--- config.mk ---
export PLATFORM = sky130hd
export DESIGN_NAME = sipo_deserializer_flat
export DESIGN_NICKNAME = d
export VERILOG_FILES = /design/src/rtl/sipo_deserializer_if.sv /design/src/rtl/sipo_deserializer.sv /design/src/flat_wrapper.sv
export SDC_FILE = /design/constraint.sdc
export NUM_CORES = 1
export LEC_CHECK = 0
export CAP_MARGIN = 20
export CORE_MARGIN = 5
export CORE_UTILIZATION = 39
export DETAILED_ROUTE_END_ITERATION = 10
export HOLD_SLACK_MARGIN = 0.15
export PLACE_DENSITY = 0.7
export SYNTH_ARGS = -nofsm -noshare
export SYNTH_HDL_FRONTEND = slang
export SYNTH_SLANG_ARGS = --single-unit
--- constraint.sdc ---
create_clock -name clk -period 1.3 [get_ports clk]
set_input_delay 0.13 -clock clk [delete_from_list [all_inputs] [get_ports clk]]
set_output_delay 0.13 -clock clk [all_outputs]
set_load 0.05 [all_outputs]
--- src/rtl/sipo_deserializer_if.sv ---
// ---------------------------------------------------------------------------
// sipo_deserializer_if
// Word-side valid/ready handshake of the serial-in, parallel-out receiver.
//   word_valid : producer -> consumer, word_data holds an undelivered word
//   word_ready : consumer -> producer, word_data is taken this cycle
//   word_data  : producer -> consumer, assembled WIDTH-bit word
// The producer (the deserializer) uses the master modport and the consumer
// uses the slave modport.
// ---------------------------------------------------------------------------
interface sipo_deserializer_if #(
    parameter int WIDTH = 4
);
    logic             word_valid;
    logic             word_ready;
    logic [WIDTH-1:0] word_data;

    modport master (
        output word_valid,
        output word_data,
        input  word_ready
    );

    modport slave (
        input  word_valid,
        input  word_data,
        output word_ready
    );
endinterface

--- src/rtl/sipo_deserializer.sv ---
// ---------------------------------------------------------------------------
// sipo_deserializer
// Serial-in, parallel-out receiver. Collects one bit per clock with
// bit_valid=1 into a WIDTH-bit word and hands each finished word to a
// one-word holding buffer exposed through a valid/ready port. The serial
// side cannot be stalled, so a word that completes while the buffer is
// still occupied (and not being drained) is dropped and overrun is set.
//
// Ports
//   clk        : clock, rising edge
//   reset      : asynchronous, active-high reset
//   clear      : synchronous abort of the partial word, also clears overrun
//   bit_valid  : bit_in is sampled on this edge
//   bit_in     : serial data bit
//   word_bus   : master side of the word handshake (valid/ready/data)
//   bit_count  : number of bits held in the partial word, 0..WIDTH-1
//   overrun    : sticky, a completed word was dropped
//
// Parameters
//   WIDTH      : word width, 2..32
//   LSB_FIRST  : 1 = first received bit lands in bit 0,
//                0 = first received bit lands in bit WIDTH-1
// ---------------------------------------------------------------------------
module sipo_deserializer #(
    parameter int WIDTH     = 4,
    parameter bit LSB_FIRST = 1'b1
) (
    input  logic                       clk,
    input  logic                       reset,
    input  logic                       clear,
    input  logic                       bit_valid,
    input  logic                       bit_in,
    sipo_deserializer_if.master        word_bus,
    output logic [$clog2(WIDTH+1)-1:0] bit_count,
    output logic                       overrun
);

    localparam int             CW       = $clog2(WIDTH + 1);
    localparam logic [CW-1:0]  LAST_CNT = CW'(WIDTH - 1);

    typedef enum logic [0:0] {
        EMPTY = 1'b0,
        FULL  = 1'b1
    } buf_state_t;

    buf_state_t       state_r;
    buf_state_t       state_nxt_s;
    logic [WIDTH-1:0] sr_r;
    logic [WIDTH-1:0] sr_nxt_s;
    logic [WIDTH-1:0] sr_shift_s;
    logic [CW-1:0]    cnt_r;
    logic [CW-1:0]    cnt_nxt_s;
    logic [WIDTH-1:0] data_r;
    logic [WIDTH-1:0] data_nxt_s;
    logic             ovr_r;
    logic             ovr_nxt_s;
    logic             complete_s;

    // Shift register value after taking in bit_in, in the configured bit order.
    always_comb begin
        sr_shift_s = sr_r;
        if (LSB_FIRST) begin
            sr_shift_s = {bit_in, sr_r[WIDTH-1:1]};
        end else begin
            sr_shift_s = {sr_r[WIDTH-2:0], bit_in};
        end
    end

    // Next-state logic: bit assembly, buffer FSM and sticky overrun.
    always_comb begin
        state_nxt_s = state_r;
        sr_nxt_s    = sr_r;
        cnt_nxt_s   = cnt_r;
        data_nxt_s  = data_r;
        ovr_nxt_s   = ovr_r;
        complete_s  = 1'b0;

        // clear wins over an incoming bit, so a completion cannot coincide with it.
        if (clear) begin
            sr_nxt_s  = {WIDTH{1'b0}};
            cnt_nxt_s = {CW{1'b0}};
            ovr_nxt_s = 1'b0;
        end else if (bit_valid) begin
            sr_nxt_s = sr_shift_s;
            if (cnt_r == LAST_CNT) begin
                cnt_nxt_s  = {CW{1'b0}};
                complete_s = 1'b1;
            end else begin
                cnt_nxt_s = cnt_r + {{(CW-1){1'b0}}, 1'b1};
            end
        end else begin
            sr_nxt_s = sr_r;
        end

        case (state_r)
            EMPTY: begin
                // word_ready is meaningless while nothing is held.
                if (complete_s) begin
                    state_nxt_s = FULL;
                    data_nxt_s  = sr_shift_s;
                end else begin
                    state_nxt_s = EMPTY;
                end
            end
            FULL: begin
                if (complete_s) begin
                    // Old word leaves as the new one arrives, or the new one is lost.
                    if (word_bus.word_ready) begin
                        data_nxt_s = sr_shift_s;
                    end else begin
                        ovr_nxt_s = 1'b1;
                    end
                end else if (word_bus.word_ready) begin
                    state_nxt_s = EMPTY;
                end else begin
                    state_nxt_s = FULL;
                end
            end
            default: begin
                state_nxt_s = EMPTY;
            end
        endcase
    end

    // State and datapath registers with asynchronous reset.
    always_ff @(posedge clk or posedge reset) begin
        if (reset) begin
            state_r <= EMPTY;
            sr_r    <= {WIDTH{1'b0}};
            cnt_r   <= {CW{1'b0}};
            data_r  <= {WIDTH{1'b0}};
            ovr_r   <= 1'b0;
        end else begin
            state_r <= state_nxt_s;
            sr_r    <= sr_nxt_s;
            cnt_r   <= cnt_nxt_s;
            data_r  <= data_nxt_s;
            ovr_r   <= ovr_nxt_s;
        end
    end

    assign word_bus.word_valid = (state_r == FULL);
    assign word_bus.word_data  = data_r;
    assign bit_count           = cnt_r;
    assign overrun             = ovr_r;

endmodule

--- src/flat_wrapper.sv ---
// flat-port wrapper written by rule: the top's interface ports become plain ports
module sipo_deserializer_flat 
#(
    parameter int WIDTH     = 4,
    parameter bit LSB_FIRST = 1'b1
)
  (clk, reset, clear, bit_valid, bit_in, bit_count, overrun, word_bus_word_valid, word_bus_word_data, word_bus_word_ready);
  sipo_deserializer_if #(.WIDTH(WIDTH)) word_bus_i ();
  input  logic clk;
  input  logic reset;
  input  logic clear;
  input  logic bit_valid;
  input  logic bit_in;
  output logic [$clog2(WIDTH+1)-1:0] bit_count;
  output logic overrun;
  output wire logic [$bits(word_bus_i.word_valid)-1:0] word_bus_word_valid;
  output wire logic [$bits(word_bus_i.word_data)-1:0] word_bus_word_data;
  input wire logic [$bits(word_bus_i.word_ready)-1:0] word_bus_word_ready;
  assign word_bus_word_valid = word_bus_i.word_valid;
  assign word_bus_word_data = word_bus_i.word_data;
  assign word_bus_i.word_ready = word_bus_word_ready;
  sipo_deserializer #(.WIDTH(WIDTH), .LSB_FIRST(LSB_FIRST)) u_core (.clk(clk), .reset(reset), .clear(clear), .bit_valid(bit_valid), .bit_in(bit_in), .word_bus(word_bus_i), .bit_count(bit_count), .overrun(overrun));
endmodule
# [Yosys cells after proc, flatten, opt, wreduce, memory -nomap -nowiden]
# Index checks and enable logic that the tools add are counted.
[word_totals] ff_bits=13 output_inout_bits=9
[op_classes] n_addsub=1 eq_ne=4 muxes=20 n_bitwise=1 n_reduce_logical=2
[op_table] operator="4-bit two-way mux" n=5
[op_table] operator="1-bit two-way mux" n=10
[op_table] operator="3-bit two-way mux" n=3
[op_table] operator="4-bit case mux with 2 select lines" n=1
[op_table] operator="2-bit != test (second input constant)" n=2
[op_table] operator="3-bit by 1-bit adder with 3-bit output (second input constant)" n=1
[op_table] operator="3-bit by 2-bit equality test with 1-bit output (second input constant)" n=1
[op_table] operator="3-bit AND reduction" n=1
[op_table] operator="2-bit by 1-bit != test with 1-bit output (second input constant)" n=1
[op_table] operator="1-bit case mux with 2 select lines" n=1
[op_table] operator="2-bit nonzero test" n=1
[op_table] operator="1-bit NOT" n=1

# [Longest topological paths before layout]
# Gate-level depths: netlist (run 1).
[logic_depth] depth_word=6 mapped_depth=4 mapped_depth_nobuf=4

# [Worst setup path after synthesis (run 1)]
# Ideal clock, no wire load.
[synth_path] path_type="register -> register" from="register u_core.cnt_r[0] (netlist: u_core.bit_count[0])" to="register u_core.data_r[0] (netlist: u_core.word_bus.word_data[0])" arrival_ns=1.474 required_time_ns=1.175 slack_ns=-0.298 path_stages_with_launch=5 synth_period_minus_slack_ns=1.598 path_cell_list="dfrtp_1 ha_1 nor2b_4 nand4b_4 mux2_2"
[synth_via] elab_chain_cells=6
[synth_rtl] item="from (decl)" line_no="sipo_deserializer.sv:51" source="logic [CW-1:0] cnt_r;"
[synth_rtl] item="from (signal assigned)" line_no="sipo_deserializer.sv:130" source="cnt_r <= {CW{1'b0}};"
[synth_rtl] item="from (signal assigned)" line_no="sipo_deserializer.sv:136" source="cnt_r <= cnt_nxt_s;"
[synth_rtl] item="3-bit by 2-bit equality test with 1-bit output *" line_no="sipo_deserializer.sv:85" source="if (cnt_r == LAST_CNT) begin"
[synth_rtl] item="1-bit two-way mux *" line_no="sipo_deserializer.sv:85"
[synth_rtl] item="1-bit two-way mux *" line_no="sipo_deserializer.sv:83" source="end else if (bit_valid) begin"
[synth_rtl] item="1-bit two-way mux *" line_no="sipo_deserializer.sv:79" source="if (clear) begin"
[synth_rtl] item="2-bit != test (no source line) / 2-bit by 1-bit != test with 1-bit output (equally long branches)"
[synth_rtl] item="3-bit AND reduction (no source line) *"
[synth_rtl] item="to (signal assigned)" line_no="sipo_deserializer.sv:131" source="data_r <= {WIDTH{1'b0}};"
[synth_rtl] item="to (signal assigned)" line_no="sipo_deserializer.sv:137" source="data_r <= data_nxt_s;"
[synth_rtl] item="to (decl)" line_no="sipo_deserializer.sv:53" source="logic [WIDTH-1:0] data_r;"
# Every way passes the cells marked *; elsewhere a longest branch is shown, timed or not.
# A chain may end at the register's enable or synchronous reset.

# [Worst setup path in the final report (run 1)]
[layout_path] from="register u_core.cnt_r[0] (netlist: u_core.bit_count[0])" to="register u_core.data_r[1] (netlist: u_core.word_bus.word_data[1])"
# The elaborated chain is that of the path after synthesis.

==> reports/metrics.cfg, run 1 <==
[die]
row_count = 13
placeableCoreArea_um2 = 1300
die_h_um = 47.1
die_w_um = 47.1
die_area_um2 = 2210
ios = 15
initial_core_util_pct = 41.2

[synth]
syn_avg_cell_area_um2 = 12.5
synth_top_family_by_area = simple AND/OR/NAND/NOR gates
synth-compound-area-share_pct = 5.84
synthMuxAreaShare_pct = 14.0
yosys_warnings = 0
synth-adder-area-share_pct = 2.34
yosys.area_share.simple_pct = 17.8
synth_fp_nets = 50
synth_cell_type_count = 18
synth_xor_xnor_area_share_pct = 0
syn_inst = 43
synth_area_um2 = 536
synth_seq_cells = 12
synth_seq_area_share_pct = 56.1

[global_routing]
grt_max_degree = 13
overflow = 0
grt_use_total_pct = 12.6
antenna_found_initial = 0
grt_pass1_vias = 401
grt_pass1_wl_um = 1850

[clock_tree]
clk_pin_slew_ns = 0.07
cts_tree = built
cts_buffers = 3
h-tree-depth = 1
clock_latency_ns = 0.27
postCtsHoldBufs = 0
clock_path_buffers = 2
cts.sinks = 12
root_buffer = clkbuf_4

[place]
dp_slack_ns = -0.0434
gp_congestion = 0.696
hpwlAfterDp_um = 832
port_buffers = 14

[routing]
wl_met2_um = 587
top_layer_used = met4
vias = 379
viasPerCell = 4.74
wl_um = 1060
first_iter_violations = 7
wl_met3_um = 19
drcViolationCount = 0
detail_route.wl_per_cell_um = 13.3
drt_pass1_iterations = 4
final_antenna_net_count = 0
drt-met1-wl_um = 448

[critical_path]
path_buf_inv = 0
cp_cell_sequence = ha_4 -> nor2b_4 -> nand4b_4 -> mux2_2
worst_setup_path_start_kind = flip-flop
crit_path_max_fanout = 4
worstPathArrival_ns = 1.45
cp_data_required_time_ns = 1.46
crit_path_end_kind = flip-flop
crit_type = flip-flop to flip-flop
slowest_stage = dfrtp_2
max_stage_delay_ns = 0.43
critPathTopFamily = flip-flops

[power]
vdd_drop_max_mv = 0.624
p_seq_share_pct = 46.6
p_int_w = 0.000647
p_leak_nw = 0.404
power.density_nw_per_um2 = 990
p_sw_w = 0.000219
swShare_pct = 25.3
p_comb_share_pct = 19.7
design_power_total_w = 0.000866
p_clk_share_pct = 33.6

[timing]
period_minus_slack_ns = 1.29
slew_headroom_pct = 71.0
finalHoldViolations = 0
grt_setup_unrepaired = yes
setup_viol = 0
drv_slew = 0
worst_slew_pin_slew_ns = 0.434
finalCritPeriodShare_pct = 99.2
max_clock_freq_ghz = 0.775
setup_ws_ns = 0.00983
skew_ns = 0.000343

[final_layout]
drive_above_1_share_pct = 43.1
most-common-layout-cells = 10 x dfrtp_1, 9 x buf_12, 6 x buf_4, 5 x clkdlybuf4s50_1, 4 x nor2_1
final_util_pct = 67.2
area_growth_pct = 63.3
final_common_cell = dfrtp_1
nets = 73
fillers = 95
n_antenna_cell = 0

[hold_path]
hp-class = input port to async pin

[run_status]
status = finished, final reports clean

[run]
drv_cap = 0

## area by class of cell
type	count	area (um2)	share of cell area, %
flip-flops and latches	12	303	34.6
repair buffers	20	275	31.5
multi-input cells	26	230	26.3
clock buffers	4	36.3	4.15
well taps	15	18.8	2.15
inverters	3	11.3	1.29
## logic make-up (layout without fill, tap and decap cells)
logic type | count (synthesis) | in the layout
AND/OR/NAND/NOR | 13 | 13
buffers and inverters | 5 | 27
flip-flops | 12 | 12
multiplexers | 7 | 7
AO/OA/AOI/OAI | 5 | 5
adder cells (fa/ha/maj) | 1 | 1
## what timing repair did
action,CTS,global route
gates resized for setup,0,1
buffers inserted,0,1
endpoints found under the setup margin,0,4
## Yosys cell counts (all sizes together)
| library cell | count | area [um2] |
|---|---|---|
| buf | 2 | 10.0 |
| nor2 | 4 | 15.0 |
| nand4b | 1 | 23.8 |
| mux2 | 4 | 45.0 |
| mux2i | 3 | 30.0 |
| nand2b | 3 | 18.8 |
| a21oi | 2 | 10.0 |
| a211oi | 1 | 7.51 |
| nand3b | 1 | 7.51 |
| dfrtp | 12 | 300 |
| nand3 | 1 | 5.00 |
| a41oi | 1 | 8.76 |
| ha | 1 | 12.5 |
| nand2 | 1 | 3.75 |
| nor2b | 1 | 13.8 |
| or2b | 1 | 7.51 |
| o21ai | 1 | 5.00 |
| inv | 3 | 11.3 |
## final timing paths
kind	slack, ns	to	from	cells after the start
worst max-delay path	0.01	u_core.word_bus.word_data[1]$_DFFE_PP0P_	u_core.bit_count[0]$_DFFE_PP0P_	4
worst min-delay path	0.17	u_core.overrun$_DFF_PP0_	reset	2
worst max register to register	0.01	u_core.word_bus.word_data[1]$_DFFE_PP0P_	u_core.bit_count[0]$_DFFE_PP0P_	4
worst min register to register	0.53	u_core.word_bus.word_data[0]$_DFFE_PP0P_	u_core.sr_r[1]$_DFFE_PP0P_	1
max in group asynchronous	0.81	u_core.bit_count[0]$_DFFE_PP0P_	reset	2
min in group clk	0.51	u_core.sr_r[3]$_DFFE_PP0P_	bit_in	3
## metrics by stage
stage,cells,cell area [um2],hold slack (ns),TNS (ns)
3_5_place_dp,75,827,0.469,-0.164
4_1_cts,79,863,0.177,0
2_1_floorplan,43,551,-0.00544,-0.468
3_3_place_gp,75,827,0.460,-0.134
5_1_grt,80,875,0.214,-0.0915
6_report,80,875,0.170,0
## layer usage
metal / track usage (%) / vias up
met5: 0 / -
met2: 20.9 / 6
met1: 14.7 / 182
li1: - / 189
met4: 8.29 / 0
met3: 2.30 / 2
## state kept, by name, indices dropped and copies added, names as in the netlist
signal	flops
u_core.word_bus.word_data	4
u_core.bit_count	3
u_core.sr_r	3
u_core.overrun	1
u_core.word_bus.word_valid	1
## power groups by stage
stage | logic, W | registers, W | clock network [W]
4_1_cts | 0.000172 | 0.000404 | 0.000300
5_1_grt | 0.000183 | 0.000407 | 0.000321
2_1_floorplan | 0.0000423 | 0.000449 | 0
3_3_place_gp | 0.000170 | 0.000411 | 0
3_5_place_dp | 0.000172 | 0.000412 | 0
6_report | 0.000171 | 0.000404 | 0.000291
(Power assumes the default switching activity.)
==> run 2: changes to the inputs <==
--- a/config.mk
+++ b/config.mk
@@ -11,6 +11,7 @@
 export DETAILED_ROUTE_END_ITERATION = 10
 export HOLD_SLACK_MARGIN = 0.15
 export PLACE_DENSITY = 0.7
+export SETUP_SLACK_MARGIN = 0.15
 export SYNTH_ARGS = -nofsm -noshare
 export SYNTH_HDL_FRONTEND = slang
 export SYNTH_SLANG_ARGS = --single-unit
==> run 2 against run 1 <==
Power decreased by 4.9%. Critical path depth stayed put. Cell count increased by 2.5%. Combinational power grew 8%. Count of clock-buffer cells in the layout unchanged. Sequential power about the same. Fmax rose by 0.46%. Register-to-register slack barely moved. Die area unchanged. First-iteration DRC count fell by 57%. Utilization up 2.1 points.
==> reports/metrics.cfg, run 2 (synthesis gave the netlist of run 1 again) <==
[die]
die_area_um2 = 2210
initial_core_util_pct = 41.2
ios = 15
die_w_um = 47.1
row_count = 13
die_h_um = 47.1
placeableCoreArea_um2 = 1300

[timing]
skew_ns = 0.00301
finalHoldViolations = 0
setup_viol = 0
finalCritPeriodShare_pct = 98.8
fin_tns_setup_ns = 0
drv_slew = 0
max_clock_freq_ghz = 0.779
worst_slew_pin_slew_ns = 0.446
setup_ws_ns = 0.0158
period_minus_slack_ns = 1.28
grt_setup_unrepaired = yes
slew_headroom_pct = 70.3

[place]
dp_cells = 75
dp_slack_ns = -0.0560
port_buffers = 14
gp_congestion = 0.695
hpwlAfterDp_um = 836

[critical_path]
worstPathArrival_ns = 1.44
crit_type = flip-flop to flip-flop
crit_path_max_fanout = 4
worst_setup_path_start_kind = flip-flop
cp_data_required_time_ns = 1.46
crit_path_end_kind = flip-flop

[power]
swShare_pct = 26.5
p_leak_nw = 0.420
p_comb_share_pct = 22.4
design_power_total_w = 0.000824
p_int_w = 0.000606
p_clk_share_pct = 28.6
vdd_drop_max_mv = 0.530
power.density_nw_per_um2 = 913
p_seq_share_pct = 49.1
p_sw_w = 0.000218

[clock_tree]
clk_pin_slew_ns = 0.07
cts_tree = built
root_buffer = clkbuf_4
cts.sinks = 12
clock_path_buffers = 2
h-tree-depth = 1
cts_buffers = 3
clock_latency_ns = 0.27

[final_layout]
final_common_cell = dfrtp_1
drive_above_1_share_pct = 44.8
largest_reg_flops = 4
fillers = 98
final_util_pct = 69.3
n_antenna_cell = 0
nets = 75
most-common-layout-cells = 10 x dfrtp_1, 9 x buf_12, 7 x buf_4, 5 x clkdlybuf4s50_1
area_growth_pct = 68.5
final_cell_count_no_fill = 82

[routing]
drcViolationCount = 0
wl_um = 1130
drt_pass1_iterations = 3
viasPerCell = 5.11
final_antenna_net_count = 0
first_iter_violations = 3
vias = 419
detail_route.wl_per_cell_um = 13.7

[global_routing]
grt_pass1_wl_um = 2040
antenna_found_initial = 0
grt_pass1_vias = 476
grt_max_degree = 13
overflow = 0
grt_use_total_pct = 13.5

[run_status]
status = finished, final reports clean

[hold_path]
hp-class = input port to async pin

[run]
drv_cap = 0

## run 2: changes by cell type in the layout (fill, tap and decap cells not counted), sizes merged
cell / previous run / this run
buf: 15 / 17
## run 2: path summary, 6_finish.rpt
check | from | endpoint | slack [ns] | cells past startpoint
worst min-delay path | reset | u_core.word_bus.word_valid$_DFF_PP0_ | 0.16 | 2
worst max register to register | u_core.bit_count[0]$_DFFE_PP0P_ | u_core.word_bus.word_data[1]$_DFFE_PP0P_ | 0.02 | 4
min in group clk | bit_in | u_core.sr_r[3]$_DFFE_PP0P_ | 0.50 | 3
worst max-delay path | u_core.bit_count[0]$_DFFE_PP0P_ | u_core.word_bus.word_data[1]$_DFFE_PP0P_ | 0.02 | 4
max in group asynchronous | reset | u_core.bit_count[1]$_DFFE_PP0P_ | 0.82 | 2
worst min register to register | u_core.sr_r[1]$_DFFE_PP0P_ | u_core.word_bus.word_data[0]$_DFFE_PP0P_ | 0.53 | 1
## run 2: cell type report
class	count	area, um2	area share (%)
clock buffers	4	26.3	2.91
inverters	3	11.3	1.25
multi-input cells	26	249	27.6
flip-flops and latches	12	303	33.6
well taps	15	18.8	2.08
repair buffers	22	294	32.6
## run 2: what timing repair did
| item | 4_1_cts | 5_1_grt |
|---|---|---|
| buffers inserted | 2 | 1 |
| resized for setup | 4 | 2 |
| hold buffers | 0 | 0 |
| setup endpoints to repair | 4 | 10 |
| pin swaps | 1 | 2 |
## run 2: critical path, stage by stage (launching register included)
cell	delay (ns)
dfrtp_2	0.39
ha_4	0.14
nor2b_4	0.17
nand4b_4	0.15
mux2_4	0.33
## run 2: per-stage QoR
| stage | hold WS, ns | cell area (um2) |
|---|---|---|
| 2_1_floorplan | -0.00544 | 551 |
| 3_3_place_gp | 0.464 | 827 |
| 3_5_place_dp | 0.463 | 827 |
| 4_1_cts | 0.163 | 883 |
| 5_1_grt | 0.199 | 902 |
| 6_report | 0.155 | 902 |
## run 2: per-layer routing
| metal | track usage [%] | wire (um) | up-vias | share of wire [%] |
|---|---|---|---|---|
| met5 | 0 | 0 | - | 0 |
| met2 | 22.0 | 587 | 11 | 52 |
| li1 | - | - | 197 | - |
| met1 | 16.7 | 461 | 208 | 41 |
| met4 | 8.29 | 25 | 0 | 2.2 |
| met3 | 2.30 | 52 | 3 | 4.6 |
## run 2: power by group through the flow
stage / clock network [W] / registers, W / logic (W)
3_3_place_gp: 0 / 0.000411 / 0.000171
5_1_grt: 0.000263 / 0.000405 / 0.000197
3_5_place_dp: 0 / 0.000411 / 0.000175
6_report: 0.000235 / 0.000404 / 0.000184
4_1_cts: 0.000251 / 0.000404 / 0.000181
2_1_floorplan: 0 / 0.000449 / 0.0000425
==> run 3: changes to the inputs <==
--- a/config.mk
+++ b/config.mk
@@ -6,12 +6,14 @@
 export NUM_CORES = 1
 export LEC_CHECK = 0
 export CAP_MARGIN = 20
-export CORE_MARGIN = 5
-export CORE_UTILIZATION = 39
+export CORE_AREA = 5 5 42 44
 export DETAILED_ROUTE_END_ITERATION = 10
+export DIE_AREA = 0 0 47 49
+export DONT_BUFFER_PORTS = 1
 export HOLD_SLACK_MARGIN = 0.15
-export PLACE_DENSITY = 0.7
 export SETUP_SLACK_MARGIN = 0.15
+export SKIP_LAST_GASP = 1
+export SLEW_MARGIN = 15
 export SYNTH_ARGS = -nofsm -noshare
 export SYNTH_HDL_FRONTEND = slang
 export SYNTH_SLANG_ARGS = --single-unit
==> run 3 against run 2 <==
Register-to-register slack hardly changed. Clock skew grew 0.0050 ns. Final area fell by 17%. Sequential cell count unchanged. Count of clock-buffer cells in the layout unchanged. Critical endpoint unchanged. Largest cell class unchanged. Largest power group unchanged. Highest routed layer unchanged.
==> reports/metrics.cfg, run 3 (synthesis gave the netlist of run 1 again) <==
[routing]
final_antenna_net_count = 0
vias = 385
top_layer_used = met4
drcViolationCount = 0
viasPerCell = 5.00
drt_pass1_iterations = 4
drt-met1-wl_um = 432
wl_met3_um = 82
wl_met2_um = 642
wl_um = 1160
first_iter_violations = 7
detail_route.wl_per_cell_um = 15.1

[global_routing]
overflow = 0
grt_pass1_wl_um = 1990
grt_max_degree = 13
grt_pass1_vias = 450
grt_use_total_pct = 12.1
antenna_found_initial = 0

[final_layout]
fillers = 130
most-common-layout-cells = 11 x buf_4, 10 x dfrtp_1, 5 x dlygate4sd3_1, 4 x nor2_1, 4 x mux2_4
area_growth_pct = 40.4
largest_reg_flops = 4
n_antenna_cell = 0
final_common_cell = buf_4
nets = 69
drive_above_1_share_pct = 41.0
design_area_um2 = 752

[place]
port_buffers = 0
place_area_um2 = 628
gp_congestion = 0.759

[timing]
worst_slew_pin_slew_ns = 0.437
max_clock_freq_ghz = 0.774
fin_tns_setup_ns = 0
holdWs_ns = 0.162
setup_viol = 0
period_minus_slack_ns = 1.29
finalHoldViolations = 0
drv_slew = 0
skew_ns = 0.00797
grt_setup_unrepaired = yes
finalCritPeriodShare_pct = 99.4
slew_headroom_pct = 70.8

[power]
p_int_w = 0.000614
vdd_drop_max_mv = 0.955
swShare_pct = 25.3
p_sw_w = 0.000208
p_clk_share_pct = 34.9
p_comb_share_pct = 16.3
p_leak_nw = 0.370
power.density_nw_per_um2 = 1090
p_seq_share_pct = 48.7

[critical_path]
cp_data_required_time_ns = 1.45
crit_type = flip-flop to flip-flop
worstPathArrival_ns = 1.44
crit_path_max_fanout = 4
crit_path_end_kind = flip-flop
worst_setup_path_start_kind = flip-flop

[clock_tree]
cts.sinks = 12
cts_tree = built
clock_path_buffers = 2
root_buffer = clkbuf_4
cts_buffers = 3
clk_pin_slew_ns = 0.07
h-tree-depth = 1
clock_latency_ns = 0.27

[run]
drv_cap = 0

[die]
placeableCoreArea_um2 = 1400
ios = 15
die_area_um2 = 2300
die_h_um = 49
row_count = 14
initial_core_util_pct = 38.2
die_w_um = 47

[hold_path]
hp-class = input port to flip-flop

[run_status]
status = finished, final reports clean

[run 3: cell type report]
type	instances	area (um2)	area share, %
multi-input combinational	26	249	33.1
inverter	3	11.3	1.50
tap	16	20.0	2.66
clock buffer	4	36.3	4.83
timing repair buffer	16	133	17.6
sequential	12	303	40.3
[run 3: power groups by stage]
stage / Sequential [W] / Combinational [W] / Clock, W
3_5_place_dp: 0.000407 / 0.000107 / 0
2_1_floorplan: 0.000449 / 0.0000425 / 0
4_1_cts: 0.000400 / 0.000133 / 0.000293
6_report: 0.000401 / 0.000134 / 0.000287
3_3_place_gp: 0.000406 / 0.000102 / 0
5_1_grt: 0.000402 / 0.000145 / 0.000311
[run 3: through the flow]
stage          setup slack [ns]  util, %  cells  total power (W)
6_report                0.00767     53.7     77         0.000822
2_1_floorplan            -0.117        -     43         0.000491
4_1_cts                -0.00409     52.6     76         0.000826
5_1_grt                 -0.0347     53.7     77         0.000858
3_5_place_dp            0.00644     44.8     66         0.000514
3_3_place_gp             0.0394     44.8     66         0.000508
[run 3: metal layers]
layer | up-vias | GRT usage [%]
met5 | - | 0
met4 | 0 | 5.53
met3 | 2 | 3.32
met2 | 12 | 21.7
met1 | 188 | 12.2
li1 | 183 | -
[run 3: path summary, 6_finish.rpt]
kind	start	endpoint	slack [ns]	cells past startpoint
min reg2reg	u_core.sr_r[1]$_DFFE_PP0P_	u_core.word_bus.word_data[0]$_DFFE_PP0P_	0.51	1
max in group asynchronous	reset	u_core.bit_count[0]$_DFFE_PP0P_	0.68	2
max reg2reg	u_core.bit_count[0]$_DFFE_PP0P_	u_core.word_bus.word_data[1]$_DFFE_PP0P_	0.008	4
min	word_bus_word_ready	u_core.word_bus.word_valid$_DFF_PP0_	0.16	2
min in group asynchronous	reset	u_core.word_bus.word_data[3]$_DFFE_PP0P_	0.29	2
max	u_core.bit_count[0]$_DFFE_PP0P_	u_core.word_bus.word_data[1]$_DFFE_PP0P_	0.008	4
[run 3: critical path, stage by stage, from the launching register on]
cell and delay, ns:
dfrtp_2 0.39, ha_4 0.14, nor2b_4 0.16, nand4b_4 0.16
mux2_4 0.33
[run 3: repair_timing]
| item | in CTS | in global routing |
|---|---|---|
| buffers inserted | 1 | 1 |
| hold buffers | 5 | 0 |
| endpoints found under the setup margin | 4 | 6 |
| hold endpoints to repair | 21 | 0 |
| gates resized for setup | 4 | 1 |
| gates cloned | 0 | 0 |
| pin swaps | 2 | 1 |
